--- config.mk ---
export PLATFORM = sky130hd
export DESIGN_NAME = mem_rd_arbiter
export DESIGN_NICKNAME = d
export VERILOG_FILES = /design/src/rtl/mem_rd_arbiter.sv
export SDC_FILE = /design/constraint.sdc
export NUM_CORES = 1
export LEC_CHECK = 0
export ABC_AREA = 1
export CAP_MARGIN = 30
export CORE_MARGIN = 2
export CORE_UTILIZATION = 35
export CTS_CLUSTER_DIAMETER = 40
export CTS_CLUSTER_SIZE = 30
export DETAILED_ROUTE_END_ITERATION = 8
export GPL_TIMING_DRIVEN = 0
export MAX_ROUTING_LAYER = met4
export PLACE_DENSITY_LB_ADDON = 0.25
export SYNTH_ARGS = -nofsm -noshare
export SYNTH_HDL_FRONTEND = slang
export SYNTH_SLANG_ARGS = --single-unit
export TNS_END_PERCENT = 20
--- constraint.sdc ---
create_clock -name clk -period 3.95 [get_ports clk]
set_input_delay 0.79 -clock clk [delete_from_list [all_inputs] [get_ports clk]]
set_output_delay 0.79 -clock clk [all_outputs]
set_load 0.01 [all_outputs]
--- src/rtl/mem_rd_arbiter.sv ---
// Two-requester (instruction fetch / load) read arbiter onto one downstream port.
// One transaction in flight at a time, with fixed or round-robin priority and an optional watchdog.
module mem_rd_arbiter #(
  parameter int XLEN      = 32,
  parameter int AW        = 32,
  parameter int DATA_PRIO = 1,
  parameter int TIMEOUT   = 255
) (
  input  logic            clk,
  input  logic            reset,
  input  logic            i_req,
  input  logic [AW-1:0]   i_addr,
  output logic            i_ack,
  output logic [XLEN-1:0] i_rdata,
  output logic            i_err,
  input  logic            d_req,
  input  logic [AW-1:0]   d_addr,
  input  logic [1:0]      d_size,
  output logic            d_ack,
  output logic [XLEN-1:0] d_rdata,
  output logic            d_err,
  output logic            m_req,
  output logic [AW-1:0]   m_addr,
  output logic [1:0]      m_size,
  input  logic            m_ack,
  input  logic [XLEN-1:0] m_rdata,
  input  logic            m_err,
  output logic [1:0]      grant,
  output logic            busy
);

  localparam int CW = (TIMEOUT < 2) ? 1 : $clog2(TIMEOUT);
  localparam logic [CW-1:0] TO_LAST = CW'((TIMEOUT > 0) ? TIMEOUT - 1 : 0);

  typedef enum logic [1:0] {
    ST_IDLE   = 2'd0,
    ST_BUSY_I = 2'd1,
    ST_BUSY_D = 2'd2
  } state_t;

  state_t          state_q, state_d;
  logic [AW-1:0]   m_addr_q, m_addr_d;
  logic [1:0]      m_size_q, m_size_d;
  logic            last_d_q, last_d_d;
  logic [CW-1:0]   cnt_q, cnt_d;

  logic in_busy;
  logic own_i;
  logic own_d;
  logic timeout_hit;
  logic finish;
  logic pick_d;

  assign in_busy = (state_q != ST_IDLE);
  assign own_i   = (state_q == ST_BUSY_I);
  assign own_d   = (state_q == ST_BUSY_D);

  // A real acknowledge in the last allowed cycle beats the watchdog.
  assign timeout_hit = (TIMEOUT != 0) && in_busy && (cnt_q == TO_LAST) && !m_ack;
  assign finish      = in_busy && (m_ack || timeout_hit);

  // Round-robin: on a tie, D wins only if I was granted last.
  assign pick_d = (DATA_PRIO != 0) ? d_req : (d_req && (!i_req || !last_d_q));

  always_comb begin
    state_d  = state_q;
    m_addr_d = m_addr_q;
    m_size_d = m_size_q;
    last_d_d = last_d_q;
    cnt_d    = cnt_q;
    case (state_q)
      ST_IDLE: begin
        cnt_d = '0;
        if (i_req || d_req) begin
          last_d_d = pick_d;
          if (pick_d) begin
            state_d  = ST_BUSY_D;
            m_addr_d = d_addr;
            m_size_d = d_size;
          end else begin
            state_d  = ST_BUSY_I;
            m_addr_d = i_addr;
            m_size_d = 2'd2;
          end
        end
      end
      default: begin
        if (finish) begin
          state_d = ST_IDLE;
          cnt_d   = '0;
        end else begin
          cnt_d = cnt_q + 1'b1;
        end
      end
    endcase
  end

  always_ff @(posedge clk or posedge reset) begin
    if (reset) begin
      state_q  <= ST_IDLE;
      m_addr_q <= '0;
      m_size_q <= '0;
      last_d_q <= 1'b0;
      cnt_q    <= '0;
    end else begin
      state_q  <= state_d;
      m_addr_q <= m_addr_d;
      m_size_q <= m_size_d;
      last_d_q <= last_d_d;
      cnt_q    <= cnt_d;
    end
  end

  assign m_req  = in_busy;
  assign busy   = in_busy;
  assign grant  = {own_d, own_i};
  assign m_addr = m_addr_q;
  assign m_size = m_size_q;

  // Completion is combinational on m_ack; data is zeroed unless a real ack is passed through.
  assign i_ack   = own_i && (m_ack || timeout_hit);
  assign i_rdata = (own_i && m_ack) ? m_rdata : '0;
  assign i_err   = own_i && (m_ack ? m_err : timeout_hit);

  assign d_ack   = own_d && (m_ack || timeout_hit);
  assign d_rdata = (own_d && m_ack) ? m_rdata : '0;
  assign d_err   = own_d && (m_ack ? m_err : timeout_hit);

endmodule

## Word level (Yosys, flattened, before mapping)

Index checks and enable logic that the tools add are counted.
Widths: inputs -> output; s select.

- Add/subtract/negate cells: 1
- Equal/unequal tests: 4
- Muxes and demuxes: 11
- Reduce and logical (&&, ||, !) cells: 17

Operators with widths:

| cell | count |
|---|---|
| $mux 32 | 3 |
| $mux 8 | 2 |
| $mux 2 | 5 |
| $logic_and 1x1->1 | 9 |
| $add 8x1->8 const B | 1 |
| $eq 8x8->1 const B | 1 |
| $reduce_and 2->1 | 2 |
| $reduce_bool 2->1 | 2 |
| $eq 2x1->1 const B | 1 |
| $eq 2x2->1 const B | 1 |
| $logic_not 2->1 | 1 |
| $logic_or 1x1->1 | 2 |
| $ne 2x2->1 const B | 1 |
| $logic_not 1->1 | 1 |
| $mux 1 | 1 |

- Bits in registers: 44
- Output and inout port bits: 106

## Longest topological paths before layout

- Word-level depth: 7
- Gate-level depth with buffers: 9
- Gate-level depth less buffers: 9

## Worst setup path after synthesis

OpenSTA, ideal clock, no wires.

- Path type: in2out
- Start: input port m_ack
- End: output port d_rdata[10]
- Data arrival time: 1213 ps
- Setup slack: 1947 ps
- Stages: 3
- Path buffers: 1
- Cell sequence: nand2_1 > buf_2 > nor2_1

- Cells in the longest elaborated chain, start to end: 2

RTL lines:

| what | line | text |
|---|---|---|
| start, declared | 25 | `input logic m_ack,` |
| $logic_and 1x1->1 | 126 | `assign d_rdata = (own_d && m_ack) ? m_rdata : '0;` |
| $mux 32 | 126 |  |
| end, declared | 20 | `output logic [XLEN-1:0] d_rdata,` |

Every way passes these cells.

## Final worst setup path

- Start: input port m_ack
- End: output port i_rdata[3]

- Cells in the longest elaborated chain, start to end: 2

RTL lines:

| what | line | text |
|---|---|---|
| $logic_and 1x1->1 | 122 | `assign i_rdata = (own_i && m_ack) ? m_rdata : '0;` |
| $mux 32 | 122 |  |
| end, declared | 14 | `output logic [XLEN-1:0] i_rdata,` |

Every way passes these cells.

==> flow_summary.yaml <==
clock_tree:
  clockBufferDepth: 2
  cts_hold_buf: 0
  insertion_delay_ps: 290
  cts_root_buffer: "clkbuf_8"
  cts_tree: "done"
  cts-resized-gates: 0
  cts.htree.levels: 2
  cts_setup_buffers: 0
  clkSinkCount: 44
  clk_pin_slew_ps: 80
  cts-buffers-inserted: 5
die:
  fp.dieH_um: 88.8
  core-area_mm2: 0.00687
  dieWidth_um: 88.8
  start_util_pct: 36.6
  rows: 30
  ios: 210
  die_area_mm2: 0.00788
sta:
  holdWs_ps: 498
  fmax_mhz: 319
  worst_slew_pin_slew_ps: 556
  period_share_pct: 79.3
  fin_setup_tns_ps: 0
  hold_violations: 0
  rsz0062_at_grt: "no"
  skew_ps: 5.89
  setup_viol: 0
  fin_crit_ps: 3130
  slew_headroom_pct: 62.9
  maxSlewViolCount: 0
run:
  cap_violations: 0
pwr:
  power.switching_uw: 965
  combPwrFrac_pct: 60.2
  power.total_mw: 2.57
  seqPwrFrac_pct: 29.3
  sw_frac_of_total_pct: 37.5
  peakVddDrop_mv: 0.311
  p_per_area_mw_per_mm2: 535
  internal_power_mw: 1.61
  power.clock.fraction_pct: 10.5
  leakage_nw: 2.13
routing:
  drtIter0Drc: 117
  avgViaCountPerCell: 4.52
  drc: 0
  num_vias: 3028
  wl_per_cell_um: 13.7
  firstDrtPassIters: 4
  drt_wl_total_mm: 9.18
  ant_nets: 0
setup_path:
  worstPathCellList: "clkdlybuf4s50_1, nand2_1, buf_2, nor2_1, clkdlybuf4s50_1"
  slowest_stage: "clkdlybuf4s50_1"
  path_buf_inv: 3
  critPathMaxStageDelay_ps: 570
  crit_fanout: 10
  worstSetupEndpointType: "output port"
  cp.arrival_ps: 2340
  startpoint_type: "input port"
  critPathTopFamily: "buffers and inverters"
  worstSetupPathType: "in2out"
  path_common_cell: "clkdlybuf4s50_1"
  critPathRequiredTime_ps: 3160
synthesis:
  async_flop_share_pct: 100
  post_synth_num_cell_types: 22
  netlist_area_mm2: 0.00251
  synthCells: 358
  yosysTopAreaCell: "dfrtp_1"
  synth_most_common_cell: "nor2_1"
  ys_ff_latch: 44
  yosys_warnings: 0
  synth_top_area_share_pct: 43.8
  ys.flop_type: "dfrtp_1"
  syn_nets: 464
  postSynthAreaPerCell_um2: 7.02
  synthTopCellsByCount: "113 x nor2_1, 80 x nand2_1, 44 x dfrtp_1, 42 x inv_1, 32 x a31oi_1"
  synth_area_leaders: "dfrtp_1 44%, nor2_1 17%, nand2_1 12%"
  seq_area_frac_synth_pct: 43.8
  synth-edff-count: 0
worst_hold_path:
  hold_path_class: "reg2reg"
layout:
  drive_gt1_share_pct: 5.40
  final_cells: 670
  n_fill_cell: 565
  area_delta_synth_final_pct: 91.4
  diodes: 0
  final_nets: 680
global_route:
  grt_antenna_before_repair: 0
  grtUsageTotal_pct: 22.5
  grt_pass1_vias: 2738
  grt_max_degree: 27
  grt-ovfl-total: 0
  grt_first_pass_wirelength_mm: 13.2
run_status:
  status: "complete, no violations"
placement:
  hpwl_mm: 7.60
  numPortBuffers: 208
  globalplace.congestion: 0.796
  dp.cells: 663
==> cell usage in the layout, fill, tap and decap left out <==
cell / count
nor2_1: 113
buf_12: 1
xor2_1: 4
nor3_1: 1
clkbuf_1: 6
buf_8: 2
nor2_4: 1
nand3_1: 7
buf_6: 3
clkbuf_8: 5
clkinv_2: 1
nand2_2: 1
inv_2: 4
a31oi_1: 32
ha_1: 2
buf_2: 7
o21ai_4: 1
dfrtp_1: 44
clkdlybuf4s50_1: 208
inv_1: 41
nand2_1: 80
o21ai_0: 2
buf_4: 5
buf_1: 1
o22a_1: 1
xnor2_1: 1
==> layer usage <==
layer / vias up / track usage [%] / wire length (µm)
li1: 1522 / - / -
met1: 1343 / 23.7 / 3400
met2: 145 / 40.0 / 4690
met3: 18 / 6.16 / 861
met4: 0 / 8.13 / 231
met5: - / - / 0
==> worst paths after layout <==
| path | startpoint | endpoint | slack, ps | cells after the start |
|---|---|---|---|---|
| max in group asynchronous | reset | m_addr[23] | 2660 | 3 |
| min reg2reg | cnt_q[0] | cnt_q[0] | 500 | 1 |
| min | cnt_q[0] | cnt_q[0] | 500 | 1 |
| max | m_ack | i_rdata[3] | 820 | 5 |
| max reg2reg | state_q[0] | m_addr[21] | 2580 | 7 |
| min in group asynchronous | reset | cnt_q[0] | 810 | 2 |
==> worst register-to-register path, cell delays in order (launching register included) <==
cell     delay [ps]
dfrtp_1         440
nor2_4          200
o21ai_4         110
inv_2            70
buf_6           140
buf_8           140
nor2_1           50
a31oi_1         150
==> state kept, by name, indices dropped and copies added, names as in the netlist <==
register	cells
m_addr	32
cnt_q	8
m_size	2
state_q	2
==> cell families after synthesis <==
group / Yosys count / share of synthesized area [%]
flops: 44 / 43.8
compound gates: 36 / 9.35
fa+ha+maj: 2 / 0.995
simple gates: 203 / 31.1
buf+inv: 68 / 13.0
xor+xnor: 5 / 1.74
==> power groups by stage <==
stage,logic [mW],registers (mW),clock network (mW)
after global placement,1.54,0.754,0
after global routing,1.68,0.782,0.295
after CTS,1.57,0.755,0.277
after floorplan,0.635,0.841,0
final,1.55,0.754,0.269
after detailed placement,1.57,0.761,0
==> stage by stage <==
stage / setup WS [ps] / util (%) / instance area (µm²)
final: 817 / 70.1 / 4810
after detailed placement: 795 / 69.0 / 4740
after global routing: 727 / 70.1 / 4810
after global placement: 818 / 68.7 / 4720
after floorplan: 1950 / - / 2510
after CTS: 782 / 70.1 / 4810
==> layout make-up <==
type	count	area [µm²]	share of cell area, %
clock inverter	1	5.00	0.104
sequential	44	1100	22.9
timing repair buffer	209	2100	43.7
inverter	45	169	3.51
buffer	23	159	3.30
multi-input combinational	246	1090	22.6
tap	96	120	2.49
clock buffer	6	72.6	1.51
No activity file was read; power rests on OpenSTA's default activity.
